--- config.mk ---
export PLATFORM = sky130hd
export DESIGN_NAME = ram_regfile_ctrl
export DESIGN_NICKNAME = d
export VERILOG_FILES = /design/src/rtl/ram_regfile_ctrl.sv
export SDC_FILE = /design/constraint.sdc
export NUM_CORES = 1
export LEC_CHECK = 0
export ABC_AREA = 1
export CELL_PAD_IN_SITES_DETAIL_PLACEMENT = 0
export CELL_PAD_IN_SITES_GLOBAL_PLACEMENT = 1
export CORE_MARGIN = 4
export CORE_UTILIZATION = 45
export CTS_CLUSTER_SIZE = 16
export DETAILED_ROUTE_END_ITERATION = 12
export HOLD_SLACK_MARGIN = 0.05
export PLACE_DENSITY = 0.79
export SKIP_LAST_GASP = 1
export SLEW_MARGIN = 20
export SYNTH_ARGS = -nofsm -noshare
export SYNTH_HDL_FRONTEND = slang
export SYNTH_SLANG_ARGS = --single-unit
--- constraint.sdc ---
create_clock -name clk -period 2.5 [get_ports clk]
set_clock_uncertainty 0.15 [all_clocks]
set_input_delay 0.5 -clock clk [delete_from_list [all_inputs] [get_ports clk]]
set_output_delay 0.5 -clock clk [all_outputs]
set_load 0.01 [all_outputs]
--- src/rtl/ram_regfile_ctrl.sv ---
// ram_regfile_ctrl
//   Register-file RAM with write enable, a registered read-first read port, an
//   auto-incrementing stream pointer, out-of-range detection and a clear
//   sequencer that sweeps every entry to zero.
//
// Ports
//   clk       clock
//   rst_n     synchronous active-low reset
//   ena       block enable; 0 freezes all state
//   stream    0: address from addr_in, 1: address from the stream pointer
//   addr_in   direct access address / pointer load value
//   data_in   write data
//   we        write strobe
//   re        read strobe (only advances the stream pointer)
//   load_ptr  load the stream pointer from addr_in
//   clr       start a clear sweep
//   data_out  registered read data
//   ptr_out   current stream pointer
//   busy      clear sweep in progress
//   oor       previous access address was >= DEPTH
module ram_regfile_ctrl #(
  parameter int DATA_W      = 8,
  parameter int DEPTH       = 48,
  parameter int ADDR_W      = 6,
  parameter int RESET_CLEAR = 1
) (
  input  logic              clk,
  input  logic              rst_n,
  input  logic              ena,
  input  logic              stream,
  input  logic [ADDR_W-1:0] addr_in,
  input  logic [DATA_W-1:0] data_in,
  input  logic              we,
  input  logic              re,
  input  logic              load_ptr,
  input  logic              clr,
  output logic [DATA_W-1:0] data_out,
  output logic [ADDR_W-1:0] ptr_out,
  output logic              busy,
  output logic              oor
);

  typedef enum logic {IDLE, CLEAR} state_t;

  // One extra bit so DEPTH == 2**ADDR_W still compares correctly.
  localparam logic [ADDR_W:0]   DEPTH_W = (ADDR_W+1)'(DEPTH);
  localparam logic [ADDR_W-1:0] LAST    = ADDR_W'(DEPTH - 1);

  state_t            state_reg, state_next;
  logic [ADDR_W-1:0] ctr_reg, ctr_next;
  logic [ADDR_W-1:0] ptr_reg, ptr_next;
  logic              oor_reg, oor_next;
  logic [DATA_W-1:0] data_reg;

  logic [DATA_W-1:0] mem [DEPTH];

  logic [ADDR_W-1:0] eff_addr;
  logic              in_range;
  logic              ptr_in_range;
  logic              mem_we;
  logic [ADDR_W-1:0] mem_waddr;
  logic [DATA_W-1:0] mem_wdata;
  logic              rd_en;

  assign eff_addr     = stream ? ptr_reg : addr_in;
  assign in_range     = {1'b0, eff_addr} < DEPTH_W;
  assign ptr_in_range = {1'b0, ptr_reg} < DEPTH_W;

  always_comb begin
    state_next = state_reg;
    ctr_next   = ctr_reg;
    ptr_next   = ptr_reg;
    oor_next   = oor_reg;
    mem_we     = 1'b0;
    mem_waddr  = eff_addr;
    mem_wdata  = data_in;
    rd_en      = 1'b0;
    if (ena) begin
      case (state_reg)
        CLEAR: begin
          // The sweep owns the write port; user strobes are ignored.
          mem_we    = 1'b1;
          mem_waddr = ctr_reg;
          mem_wdata = '0;
          ctr_next  = ctr_reg + ADDR_W'(1);
          if (ctr_reg == LAST) begin
            state_next = IDLE;
          end
        end
        default: begin
          // A pointer load in stream mode replaces that cycle's access.
          if (!(stream && load_ptr)) begin
            rd_en    = 1'b1;
            oor_next = !in_range;
            mem_we   = we && in_range;
          end
          if (load_ptr) begin
            ptr_next = addr_in;
          end else if (stream && (we || re)) begin
            // Wrap at DEPTH; a pointer loaded beyond DEPTH also restarts at 0.
            ptr_next = (!ptr_in_range || ptr_reg == LAST) ? '0 : ptr_reg + ADDR_W'(1);
          end
          if (clr) begin
            state_next = CLEAR;
            ctr_next   = '0;
          end
        end
      endcase
    end
  end

  always_ff @(posedge clk) begin
    if (!rst_n) begin
      state_reg <= (RESET_CLEAR != 0) ? CLEAR : IDLE;
      ctr_reg   <= '0;
      ptr_reg   <= '0;
      oor_reg   <= 1'b0;
    end else begin
      state_reg <= state_next;
      ctr_reg   <= ctr_next;
      ptr_reg   <= ptr_next;
      oor_reg   <= oor_next;
    end
  end

  // Storage array: no reset so it maps onto block RAM.
  always_ff @(posedge clk) begin
    if (mem_we) begin
      mem[mem_waddr] <= mem_wdata;
    end
  end

  // Registered read; sampling mem before the write lands gives read-first.
  always_ff @(posedge clk) begin
    if (!rst_n) begin
      data_reg <= '0;
    end else if (rd_en) begin
      data_reg <= in_range ? mem[eff_addr] : '0;
    end
  end

  assign data_out = data_reg;
  assign ptr_out  = ptr_reg;
  assign busy     = (state_reg == CLEAR);
  assign oor      = oor_reg;

endmodule

==> results.rst, run 1 <==
.. list-table::
   :header-rows: 1

   * - Metric
     - Value
   * - Outcome
     - completed
   * - HPWL after detailed placement
     - 30.07 mm
   * - Aggregate global-route resource usage
     - 22.78%
   * - Sequential cell area fraction in the yosys report
     - 70.33%
   * - Via count of the first global-routing pass
     - approximately 12000
   * - Register with the most flip-flops
     - mem
   * - Nets
     - 1692
   * - Core area
     - 36960 um2
   * - Clock latency on the worst-skew pair
     - 0.56 ns
   * - Period utilisation layout
     - 97.09%
   * - Syn_area_per_cell
     - 11.29 um2
   * - Grt peak-use layer
     - met2
   * - TritonCTS Sinks
     - 406
   * - Port buffer count
     - 37
   * - Ratio of cells with drive above 1 in the final layout
     - 16.62%
   * - Number of top-level pins
     - 38
   * - Number of stages on the worst hold path
     - 2
   * - Number of standard cells after synthesis
     - about 1500
   * - Worst max-slew margin expressed relative to the limit
     - 62.95%
   * - Placer Congestion
     - 0.8551
   * - Data arrival, critical path
     - 2.53 ns
   * - Setup crit end kind
     - register
   * - Remaining design rule violation count
     - 0
   * - Worst min-delay path category
     - reg -> reg
   * - Type of origin of the critical path
     - primary input
   * - Final Hold Violating Endpoints
     - 0
   * - H-tree levels
     - 2
   * - Flip-flop count of the largest register, all copies and words added
     - 384
   * - Remaining number of nets flagged by the antenna check after routing
     - 0
   * - Cell variety after synth
     - 31
   * - Critical Setup Path Class
     - in -> reg
   * - P&R area growth vs syn
     - 22.27%
   * - Antenna violations before repair
     - 0
   * - Met2 usage
     - 36.83%
   * - Antenna Diode Count
     - 0
   * - Yosys warning total
     - 0
   * - Worst-margin pin slew
     - 0.5544 ns
   * - Routed WL per cell
     - between 20 and 25 um
   * - Number of flip-flops and latches in the synthesized netlist
     - 406
   * - Number of nets produced by synthesis
     - 1532
   * - Number of buffers added by the clock tree synthesis step
     - 42
   * - Root cell of the clock tree
     - sky130_fd_sc_hd__clkbuf_16
   * - Final wirelength
     - 47.30 mm
   * - Highest-count cells in the layout ignoring fill and taps
     - sky130_fd_sc_hd__nand3_1, sky130_fd_sc_hd__edfxtp_1, sky130_fd_sc_hd__nand2_1
   * - Setup Buffers After CTS
     - 0
   * - Maximum clock insertion buffer count
     - 3
   * - Worst hold slack
     - 0.3345 ns
   * - Critical Path RT
     - 2.60 ns
   * - Sum of internal, switching and leakage power
     - 15.07 mW
   * - Die Span X
     - 202.5 um
   * - Met3 track demand over resource
     - 4.121%
   * - Floorplan die area
     - 41000 um2
   * - Largest vdd supply drop
     - 0.0005010 V
   * - DR vias
     - approximately 12000
   * - CTS clock-pin slew for the worst setup and hold paths
     - around 0.060 ns
   * - Slew Viols, Final
     - 0
   * - Largest fanout on the critical path
     - 8
   * - Iteration-0 DRC count of the detailed router
     - ~1300
   * - Number of cell rows
     - 70
   * - Detailed-router iteration count before antenna repair
     - 5
   * - Most frequent standard cell in the layout excluding fill and tap cells
     - sky130_fd_sc_hd__nand3_1
   * - Vertical die dimension
     - 202.5 um
   * - Cell Area, Synth
     - 17020 um2
   * - Post-route minimum period
     - 2.427 ns
   * - Setup violations, final
     - 0
   * - Global-route wire length before repair
     - 71.79 mm
   * - Maximum number of pins on one net before global-route repair
     - 49
   * - Overflow after GRT
     - 0
   * - Global routing usage on met1
     - 31.71%
   * - Power density over the cells
     - slightly above 700 nW/um2
   * - # Max-Cap Violations
     - 0
   * - Leak Pwr
     - 7.486 nW
   * - TritonCTS clock tree
     - yes
   * - Highest attainable clock frequency
     - 0.4120 GHz
   * - Final core utilization
     - a little under three fifths
   * - Unrepaired setup endpoints after global routing
     - yes
   * - Starting density of the core
     - 46.05%
   * - Register-to-Register Path Depth
     - 10
   * - Per-cell via count in the routed design
     - about 5.6
==> synthesized netlist by cell type <==
library cell	number	area share [%]
sky130_fd_sc_hd__a211oi_1	4	0.18
sky130_fd_sc_hd__a21oi_1	27	0.79
sky130_fd_sc_hd__a221oi_1	4	0.21
sky130_fd_sc_hd__buf_1	2	0.044
sky130_fd_sc_hd__buf_2	36	1.1
sky130_fd_sc_hd__buf_4	14	0.62
sky130_fd_sc_hd__buf_6	4	0.26
sky130_fd_sc_hd__clkbuf_1	31	0.68
sky130_fd_sc_hd__clkinv_1	1	0.022
sky130_fd_sc_hd__dfxtp_1	22	2.6
sky130_fd_sc_hd__edfxtp_1	384	68
sky130_fd_sc_hd__ha_1	2	0.15
sky130_fd_sc_hd__inv_1	44	0.97
sky130_fd_sc_hd__inv_2	3	0.066
sky130_fd_sc_hd__inv_4	1	0.037
sky130_fd_sc_hd__nand2_1	372	8.2
sky130_fd_sc_hd__nand2_2	4	0.15
sky130_fd_sc_hd__nand2_4	1	0.066
sky130_fd_sc_hd__nand3_1	447	13
sky130_fd_sc_hd__nand3_2	2	0.12
sky130_fd_sc_hd__nand4_1	1	0.037
sky130_fd_sc_hd__nor2_1	72	1.6
sky130_fd_sc_hd__nor3_1	3	0.088
sky130_fd_sc_hd__nor4_1	2	0.073
sky130_fd_sc_hd__o21ai_0	7	0.21
sky130_fd_sc_hd__o21ai_1	4	0.12
sky130_fd_sc_hd__o21ai_2	6	0.31
sky130_fd_sc_hd__o21ai_4	2	0.19
sky130_fd_sc_hd__o221ai_1	2	0.10
sky130_fd_sc_hd__o22ai_1	2	0.073
sky130_fd_sc_hd__o311a_1	2	0.12
==> logic make-up after synthesis <==
group                    share of synthesized area, %
buffers and inverters                           3.764
AO/OA/AOI/OAI                                   2.293
adder cells (fa/ha/maj)                        0.1470
flip-flops                                      70.33
AND/OR/NAND/NOR                                 23.46
==> path summary, 6_finish.rpt <==
path               from    endpoint  slack, ns
min reg2reg  ctr_reg[5]  ctr_reg[5]       0.33
min          ctr_reg[5]  ctr_reg[5]       0.33
max              stream  mem[24][0]       0.07
max reg2reg        busy  mem[22][3]       0.14
==> worst max-delay path, stage by stage <==
cell and delay, ns:
sky130_fd_sc_hd__clkdlybuf4s50_1 0.51, sky130_fd_sc_hd__buf_12 0.14, sky130_fd_sc_hd__inv_4 0.05, sky130_fd_sc_hd__nand2_1 0.10, sky130_fd_sc_hd__o21ai_4 0.07, sky130_fd_sc_hd__a21oi_1 0.14, sky130_fd_sc_hd__buf_4 0.15, sky130_fd_sc_hd__inv_1 0.05
sky130_fd_sc_hd__nor2_1 0.20, sky130_fd_sc_hd__buf_4 0.16, sky130_fd_sc_hd__nand2_1 0.14, sky130_fd_sc_hd__nor2_2 0.14, sky130_fd_sc_hd__buf_4 0.17
==> through the flow <==
step / setup WS, ns / cell area (um2) / cells / setup TNS (ns)
floorplan: -0.1413 / 17080 / 1508 / -54.26
global placement: -0.5703 / 19460 / 2127 / -175.42
detailed placement: -0.5353 / 19460 / 2127 / -181.11
CTS: 0.02203 / 20730 / 2200 / 0
global route: -0.01732 / 20810 / 2201 / -0.2405
finish: 0.07282 / 20810 / 2201 / 0
==> power by group <==
part | total (mW) | internal, mW | leakage [nW] | switching [mW]
registers | 7.55 | 7.53 | 3.68 | 0.0230
logic | 1.60 | 0.561 | 3.18 | 1.04
clock network | 5.92 | 3.40 | 0.625 | 2.53
total | 15.1 | 11.5 | 7.49 | 3.59
==> cell type report <==
class | instances | area, um2
repair buffers | 203 | 2137
clock buffers | 52 | 1089
fillers | 3071 | 16150
well taps | 504 | 630.6
inverters | 49 | 186.4
multi-input cells | 966 | 4611
flip-flops and latches | 406 | 11970
clock inverters | 21 | 187.7
==> what timing repair did <==
| item | in CTS | in global routing |
|---|---|---|
| endpoints found under the setup margin | 0 | 253 |
| hold buffers | 0 | 0 |
| gates resized for setup | 0 | 15 |
==> routing by layer <==
| layer | vias up | share of wire, % |
|---|---|---|
| met1 | 6007 | 41 |
| met4 | 0 | 2.8 |
| met5 | - | 0 |
| li1 | 5694 | - |
| met3 | 104 | 8.9 |
| met2 | 570 | 47 |
Note: power is estimated with default switching activity, not from simulation.
==> inputs of run 2 (changes only) <==
--- a/config.mk
+++ b/config.mk
@@ -9,11 +9,11 @@
 export CELL_PAD_IN_SITES_DETAIL_PLACEMENT = 0
 export CELL_PAD_IN_SITES_GLOBAL_PLACEMENT = 1
 export CORE_MARGIN = 4
-export CORE_UTILIZATION = 45
+export CORE_UTILIZATION = 54
 export CTS_CLUSTER_SIZE = 16
 export DETAILED_ROUTE_END_ITERATION = 12
 export HOLD_SLACK_MARGIN = 0.05
-export PLACE_DENSITY = 0.79
+export PLACE_DENSITY = 0.88
 export SKIP_LAST_GASP = 1
 export SLEW_MARGIN = 20
 export SYNTH_ARGS = -nofsm -noshare
==> constraint.sdc (replaced) <==
create_clock -name clk -period 2.9 [get_ports clk]
set_clock_uncertainty 0.15 [all_clocks]
set_input_delay 0.58 -clock clk [delete_from_list [all_inputs] [get_ports clk]]
set_output_delay 0.58 -clock clk [all_outputs]
set_load 0.01 [all_outputs]
==> run 2 against run 1 <==
  * Via count shrank 0.57%
  * Count of clock-buffer cells in the layout shrank 2
  * Sequential share of layout area grew 1.5 points
  * Highest routed layer is now met5
==> results.rst, run 2 (synthesis gave the netlist of run 1 again) <==
.. list-table::
   :header-rows: 1

   * - Metric
     - Value
   * - Outcome
     - completed (unchanged)
   * - Remaining design rule violation count
     - 0 (unchanged)
   * - Power share of the sequential group
     - 50.4% (was 50.1%)
   * - Remaining number of nets flagged by the antenna check after routing
     - 0 (unchanged)
   * - Setup crit end kind
     - register (unchanged)
   * - Quantity of hold-fixing buffers added after cts
     - 0 (unchanged)
   * - Maximum number of pins on one net before global-route repair
     - 61 (was 49)
   * - Antenna violations before repair
     - 0 (unchanged)
   * - Register with the most flip-flops
     - mem (unchanged)
   * - Final wirelength
     - 44.63 mm (was 47.30 mm)
   * - Global-route wire length before repair
     - 69.19 mm (was 71.79 mm)
   * - TritonCTS Sinks
     - 406 (unchanged)
   * - Post-route minimum period
     - 2.600 ns
   * - Largest vdd supply drop
     - 0.0005155 V (was 0.0005010 V)
   * - Starting density of the core
     - 55.21% (was 46.05%)
   * - Slew Viols, Final
     - 0 (unchanged)
   * - Root cell of the clock tree
     - sky130_fd_sc_hd__clkbuf_16 (unchanged)
   * - Overflow after GRT
     - 0 (unchanged)
   * - Floorplan die area
     - 34430 um2 (was 41000 um2)
   * - Count of non-filler cells in the finished layout
     - 2075 (was 2201)
   * - Post-route standard cell area excluding fillers
     - 20300 um2 (was 20810 um2)
   * - Vertical die dimension
     - 185.5 um (was 202.5 um)
   * - Critical Path RT
     - 3.21 ns (was 2.60 ns)
   * - Ratio of cells with drive above 1 in the final layout
     - 13.76% (was 16.62%)
   * - Number of buffers added by the clock tree synthesis step
     - 42 (unchanged)
   * - TritonCTS clock tree
     - yes (unchanged)
   * - Per-cell via count in the routed design
     - 5.930 (was 5.622)
   * - Nets
     - 1671 (was 1692)
   * - Period utilisation layout
     - 89.65%
   * - Worst-margin pin slew
     - 0.6469 ns (was 0.5544 ns)
   * - Fraction of power consumed by combinational cells
     - 9.9% (was 10.6%)
   * - Setup Buffers After CTS
     - 0 (unchanged)
   * - Data arrival, critical path
     - 2.91 ns (was 2.53 ns)
   * - P&R area growth vs syn
     - 19.24% (was 22.27%)
   * - Critical Setup Path Class
     - in -> reg (unchanged)
   * - Die Span X
     - 185.5 um (was 202.5 um)
   * - DR vias
     - 12310 (was 12380)
   * - Total negative slack for setup checks
     - 0 ns (unchanged)
   * - Worst hold slack
     - 0.3349 ns (was 0.3345 ns)
   * - # Max-Cap Violations
     - 0 (unchanged)
   * - Worst slack, placed
     - -0.1960 ns (was -0.5353 ns)
   * - NetSw
     - 3.058 mW (was 3.591 mW)
   * - Detailed-router iteration count before antenna repair
     - 6 (was 5)
   * - Resized cells post-CTS
     - 0 (unchanged)
   * - Highest attainable clock frequency
     - 0.3846 GHz
   * - CTS clock-pin slew for the worst setup and hold paths
     - 0.06 ns (about the same)
   * - Number of cell rows
     - 64 (was 70)
   * - Flip-flop count of the largest register, all copies and words added
     - 384 (unchanged)
   * - Type of origin of the critical path
     - primary input (unchanged)
   * - Routed WL per cell
     - 21.51 um (was 21.49 um)
   * - HPWL after detailed placement
     - 27.66 mm (was 30.07 mm)
   * - Final core utilization
     - 65.84% (was 56.31%)
   * - Aggregate global-route resource usage
     - 26.28% (was 22.78%)
   * - Met2 usage
     - 43.08% (was 36.83%)
   * - Internal
     - 9.868 mW (was 11.48 mW)
   * - Most frequent standard cell in the layout excluding fill and tap cells
     - sky130_fd_sc_hd__nand3_1 (unchanged)
   * - Met3 track demand over resource
     - 4.651% (was 4.121%)
   * - Highest-count cells in the layout ignoring fill and taps
     - sky130_fd_sc_hd__nand3_1, sky130_fd_sc_hd__edfxtp_1, sky130_fd_sc_hd__nand2_1 (unchanged)
   * - Power density over the cells
     - 636.8 nW/um2 (was 724.3 nW/um2)
   * - Iteration-0 DRC count of the detailed router
     - 1527 (was 1316)
   * - Placed cells
     - 1999 (was 2127)
   * - Placer Congestion
     - 0.9266 (was 0.8551)
   * - Core area
     - 30830 um2 (was 36960 um2)
   * - Number of top-level pins
     - 38 (unchanged)
   * - # fillers
     - 2288 (was 3071)
   * - Via count of the first global-routing pass
     - 12320 (was 12110)
   * - Clock latency on the worst-skew pair
     - 0.54 ns (was 0.56 ns)
   * - H-tree levels
     - 2 (unchanged)
   * - Worst min-delay path category
     - reg -> reg (unchanged)
   * - Global routing usage on met1
     - 35.79% (was 31.71%)
   * - Clock power frac
     - 39.8% (was 39.3%)
   * - Port buffer count
     - 37 (unchanged)
   * - Final Hold Violating Endpoints
     - 0 (unchanged)
   * - Worst max-slew margin expressed relative to the limit
     - 56.87% (was 62.95%)
   * - Sum of internal, switching and leakage power
     - 12.93 mW (was 15.07 mW)
   * - Setup violations, final
     - 0 (unchanged)
   * - Unrepaired setup endpoints after global routing
     - no (was yes)
   * - Post-detailed-placement cell area
     - 18990 um2 (was 19460 um2)
   * - Leak Pwr
     - 7.343 nW (was 7.486 nW)
   * - Maximum clock insertion buffer count
     - 3 (unchanged)
   * - Largest fanout on the critical path
     - 47 (was 8)
   * - Grt peak-use layer
     - met2 (unchanged)
   * - Antenna Diode Count
     - 0 (unchanged)
   * - Final WS setup
     - 0.3002 ns (was 0.07282 ns)
   * - Fraction of power spent switching nets
     - 23.66% (was 23.82%)
-- run 2: changes by cell type in the layout (fill, tap and decap cells not counted), moves of 2 or more --
cell                       previous run  this run
sky130_fd_sc_hd__nor2_1              36        64
sky130_fd_sc_hd__nor2_2              28         0
sky130_fd_sc_hd__buf_12              39        29
sky130_fd_sc_hd__buf_4              122       116
sky130_fd_sc_hd__buf_6                4         0
sky130_fd_sc_hd__nand2_1            367       371
sky130_fd_sc_hd__nand2_2              7         3
sky130_fd_sc_hd__clkbuf_1            10         8
sky130_fd_sc_hd__clkinv_4             0         2
-- run 2: final timing paths --
path / end / cells past startpoint / from / slack (ns)
worst max-delay path: data_out[0] / 15 / stream / 0.30
worst max register to register: data_out[0] / 12 / ptr_out[0] / 0.53
worst min register to register: ctr_reg[1] / 2 / ctr_reg[1] / 0.33
worst min-delay path: ctr_reg[1] / 2 / ctr_reg[1] / 0.33
-- run 2: area by class of cell --
type | instances | area [um2] | area share [%]
Inverter | 49 | 186.4 | 0.9185
Clock inverter | 26 | 227.7 | 1.122
Sequential cell | 406 | 11970 | 58.98
Clock buffer | 50 | 1081 | 5.326
Timing Repair Buffer | 182 | 1822 | 8.975
Tap cell | 396 | 495.5 | 2.441
Multi-Input combinational cell | 966 | 4513 | 22.24
-- run 2: layer usage --
| layer | routed length, um | vias to the layer above |
|---|---|---|
| met5 | 103 | - |
| met4 | 1550 | 2 |
| met3 | 3841 | 113 |
| met2 | 21650 | 612 |
| li1 | - | 5661 |
| met1 | 17490 | 5917 |
-- run 2: power groups by stage --
stage | logic, mW | registers [mW] | clock network, mW
3_3_place_gp | 1.24 | 6.63 | 0
5_1_grt | 1.38 | 6.51 | 5.45
4_1_cts | 1.27 | 6.51 | 5.19
2_1_floorplan | 0.688 | 6.63 | 0
3_5_place_dp | 1.26 | 6.63 | 0
6_report | 1.28 | 6.51 | 5.14
-- run 2: worst max-delay path: stages --
cell and delay, ns:
sky130_fd_sc_hd__clkdlybuf4s50_1 0.39, sky130_fd_sc_hd__buf_4 0.18, sky130_fd_sc_hd__inv_4 0.07, sky130_fd_sc_hd__buf_12 0.10, sky130_fd_sc_hd__nand2_2 0.07, sky130_fd_sc_hd__nand2_4 0.18, sky130_fd_sc_hd__buf_12 0.26, sky130_fd_sc_hd__nand2_1 0.10
sky130_fd_sc_hd__nand3_1 0.08, sky130_fd_sc_hd__nand3_1 0.10, sky130_fd_sc_hd__nand3_1 0.16, sky130_fd_sc_hd__nand2_1 0.08, sky130_fd_sc_hd__a21oi_1 0.29, sky130_fd_sc_hd__nand2_1 0.10, sky130_fd_sc_hd__a21oi_1 0.14
==> inputs of run 3 (changes only) <==
--- a/config.mk
+++ b/config.mk
@@ -8,10 +8,11 @@
 export ABC_AREA = 1
 export CELL_PAD_IN_SITES_DETAIL_PLACEMENT = 0
 export CELL_PAD_IN_SITES_GLOBAL_PLACEMENT = 1
-export CORE_MARGIN = 4
+export CORE_MARGIN = 5
 export CORE_UTILIZATION = 54
 export CTS_CLUSTER_SIZE = 16
 export DETAILED_ROUTE_END_ITERATION = 12
+export GPL_ROUTABILITY_DRIVEN = 0
 export HOLD_SLACK_MARGIN = 0.05
 export PLACE_DENSITY = 0.88
 export SKIP_LAST_GASP = 1
==> constraint.sdc (replaced) <==
create_clock -name clk -period 3 [get_ports clk]
set_clock_uncertainty 0.15 [all_clocks]
set_input_delay 0.6 -clock clk [delete_from_list [all_inputs] [get_ports clk]]
set_output_delay 0.6 -clock clk [all_outputs]
set_load 0.01 [all_outputs]
==> run 3 against run 2 <==
  * Global-route usage decreased by 0.73 points
  * Design area down 0.15%
  * Sequential cell count did not move
  * Largest cell class unchanged
==> results.rst, run 3 (synthesis gave the netlist of run 1 again) <==
.. list-table::
   :header-rows: 1

   * - Metric
     - Value
   * - Slew Viols, Final
     - 0 (unchanged)
   * - Number of cell rows
     - 65 (was 64)
   * - Core area
     - 31310 um2 (was 30830 um2)
   * - Worst R2R End
     - mem[39][0] (was data_out[0])
   * - Worst min-delay path category
     - reg -> reg (unchanged)
   * - First element of the critical path
     - stream (unchanged)
   * - Root cell of the clock tree
     - sky130_fd_sc_hd__clkbuf_16 (unchanged)
   * - Placed cells
     - 1997 (was 1999)
   * - Number of top-level pins
     - 38 (unchanged)
   * - Setup crit end kind
     - register (unchanged)
   * - Overflow after GRT
     - 0 (unchanged)
   * - Die Span X
     - 187.5 um (was 185.5 um)
   * - TritonCTS Sinks
     - 406 (unchanged)
   * - Largest fanout on the critical path
     - 13 (was 47)
   * - H-tree levels
     - 2 (unchanged)
   * - Resized cells post-CTS
     - 0 (unchanged)
   * - Highest-count cells in the layout ignoring fill and taps
     - sky130_fd_sc_hd__nand3_1, sky130_fd_sc_hd__edfxtp_1, sky130_fd_sc_hd__nand2_1 (unchanged)
   * - Power density over the cells
     - 621.6 nW/um2 (was 636.8 nW/um2)
   * - Maximum clock insertion buffer count
     - 3 (unchanged)
   * - Starting density of the core
     - 54.36% (was 55.21%)
   * - Critical Setup Path Class
     - in -> reg (unchanged)
   * - Total negative slack for setup checks
     - 0 ns (unchanged)
   * - Critical Path RT
     - 3.08 ns (was 3.21 ns)
   * - Largest vdd supply drop
     - 0.0005499 V (was 0.0005155 V)
   * - Area of the multi-input gates
     - 4513 um2 (unchanged)
   * - Reg-to-reg slack, setup
     - 0.56 ns (was 0.53 ns)
   * - Flip-flop count of the largest register, all copies and words added
     - 384 (unchanged)
   * - Setup violations, final
     - 0 (unchanged)
   * - Via count of the first global-routing pass
     - 11990 (was 12320)
   * - CTS clock-pin slew for the worst setup and hold paths
     - 0.06 ns (about the same)
   * - Capture point of the critical path
     - mem[39][0] (was data_out[0])
   * - Post-detailed-placement cell area
     - 18940 um2 (was 18990 um2)
   * - Unrepaired setup endpoints after global routing
     - no (unchanged)
   * - Setup Buffers After CTS
     - 0 (unchanged)
   * - Number of buffers added by the clock tree synthesis step
     - 41 (was 42)
   * - Clock latency on the worst-skew pair
     - 0.53 ns (was 0.54 ns)
   * - # fillers
     - 2344 (was 2288)
   * - Worst max-slew margin expressed relative to the limit
     - 42.44% (was 56.87%)
   * - Aggregate global-route resource usage
     - 25.55% (was 26.28%)
   * - Iteration-0 DRC count of the detailed router
     - 1833 (was 1527)
   * - Antenna Diode Count
     - 0 (unchanged)
   * - Remaining number of nets flagged by the antenna check after routing
     - 0 (unchanged)
   * - DR vias
     - 12420 (was 12310)
   * - Sum of internal, switching and leakage power
     - 12.60 mW (was 12.93 mW)
   * - Global-route wire length before repair
     - 69.81 mm (was 69.19 mm)
   * - Type of origin of the critical path
     - primary input (unchanged)
   * - Outcome
     - completed (unchanged)
   * - Floorplan die area
     - 35170 um2 (was 34430 um2)
   * - Register-to-Register Path Depth
     - 10 (was 12)
   * - Per-cell via count in the routed design
     - 5.993 (was 5.930)
   * - HPWL after detailed placement
     - 29.44 mm (was 27.66 mm)
   * - Detailed-router iteration count before antenna repair
     - 6 (unchanged)
   * - Final WS setup
     - 0.2417 ns (was 0.3002 ns)
   * - Final Hold Violating Endpoints
     - 0 (unchanged)
   * - Reg-to-reg critical path startpoint
     - busy (was ptr_out[0])
   * - Vertical die dimension
     - 187.5 um (was 185.5 um)
   * - Remaining design rule violation count
     - 0 (unchanged)
   * - Count of non-filler cells in the finished layout
     - 2073 (was 2075)
   * - Period utilisation layout
     - 91.94%
   * - Highest attainable clock frequency
     - 0.3625 GHz
   * - Final core utilization
     - 64.72% (was 65.84%)
   * - Post-route standard cell area excluding fillers
     - 20270 um2 (was 20300 um2)
   * - Antenna violations before repair
     - 0 (unchanged)
   * - Final wirelength
     - 45.61 mm (was 44.63 mm)
   * - Most frequent standard cell in the layout excluding fill and tap cells
     - sky130_fd_sc_hd__nand3_1 (unchanged)
   * - Worst hold slack
     - 0.3276 ns (was 0.3349 ns)
   * - Ratio of cells with drive above 1 in the final layout
     - 13.29% (was 13.76%)
   * - Leak Pwr
     - 7.301 nW (was 7.343 nW)
   * - Maximum number of pins on one net before global-route repair
     - 73 (was 61)
   * - Register with the most flip-flops
     - mem (unchanged)
   * - Area used by sequential logic in the layout
     - 11970 um2 (unchanged)
   * - P&R area growth vs syn
     - 19.06% (was 19.24%)
   * - Nets
     - 1662 (was 1671)
   * - Worst slack, placed
     - -0.2539 ns (was -0.1960 ns)
   * - Routed WL per cell
     - 22.00 um (was 21.51 um)
   * - # Max-Cap Violations
     - 0 (unchanged)
   * - Data arrival, critical path
     - 2.84 ns (was 2.91 ns)
   * - TritonCTS clock tree
     - yes (unchanged)
   * - Worst-margin pin slew
     - 0.8614 ns (was 0.6469 ns)
   * - Post-route minimum period
     - about 2.8 ns
   * - Quantity of hold-fixing buffers added after cts
     - 0 (unchanged)
   * - Port buffer count
     - 37 (unchanged)
[run 3: cell count changes in the layout (fill, tap and decap cells not counted), sizes merged]
| cell | delta |
|---|---|
| buf | -8 |
| bufinv | +1 |
| clkbuf | +5 |
| clkinv | -6 |
| clkinvlp | +1 |
| inv | -1 |
[run 3: per-layer routing]
metal  part of all wire (%)  global-route usage [%]  up-vias  wire length [um]
met1                     40                   36.11     5978             18030
met5                      0                       0        -                 0
li1                       -                       -     5640                 -
met4                    3.6                   7.820        0              1636
met3                    9.0                   3.593      111              4119
met2                     48                   41.78      694             21820
[run 3: cell type report]
cell class                 count  area share [%]
tap                          402           2.482
multi-input combinational    966           22.27
timing repair buffer         174           8.693
clock inverter                21           1.031
clock buffer                  55           5.532
inverter                      49          0.9199
sequential                   406           59.07
[run 3: worst min-delay path by stage]
stage	from	depth (start not counted)	slack (ns)	endpoint
after floorplan	ctr_reg[5]	2	0.30	ctr_reg[5]
after global placement	data_out[1]	2	0.31	data_out[1]
after detailed placement	data_out[3]	2	0.32	data_out[3]
after CTS	data_out[3]	2	0.32	data_out[3]
after global routing	data_out[3]	2	0.34	data_out[3]
final	data_out[3]	2	0.33	data_out[3]
[run 3: worst max-delay path, stage by stage]
cell	delay, ns
sky130_fd_sc_hd__clkdlybuf4s50_1	0.54
sky130_fd_sc_hd__buf_12	0.22
sky130_fd_sc_hd__nand2_1	0.11
sky130_fd_sc_hd__o21ai_4	0.08
sky130_fd_sc_hd__o21ai_1	0.25
sky130_fd_sc_hd__nand2_1	0.11
sky130_fd_sc_hd__nor2_1	0.22
sky130_fd_sc_hd__nand2_1	0.21
sky130_fd_sc_hd__buf_4	0.19
sky130_fd_sc_hd__nor2_1	0.12
sky130_fd_sc_hd__buf_4	0.20
[run 3: report_power, final]
group	internal [mW]	switching, mW
clock	2.98	2.06
sequential	6.27	0.0174
combinational	0.421	0.845
total	9.67	2.93
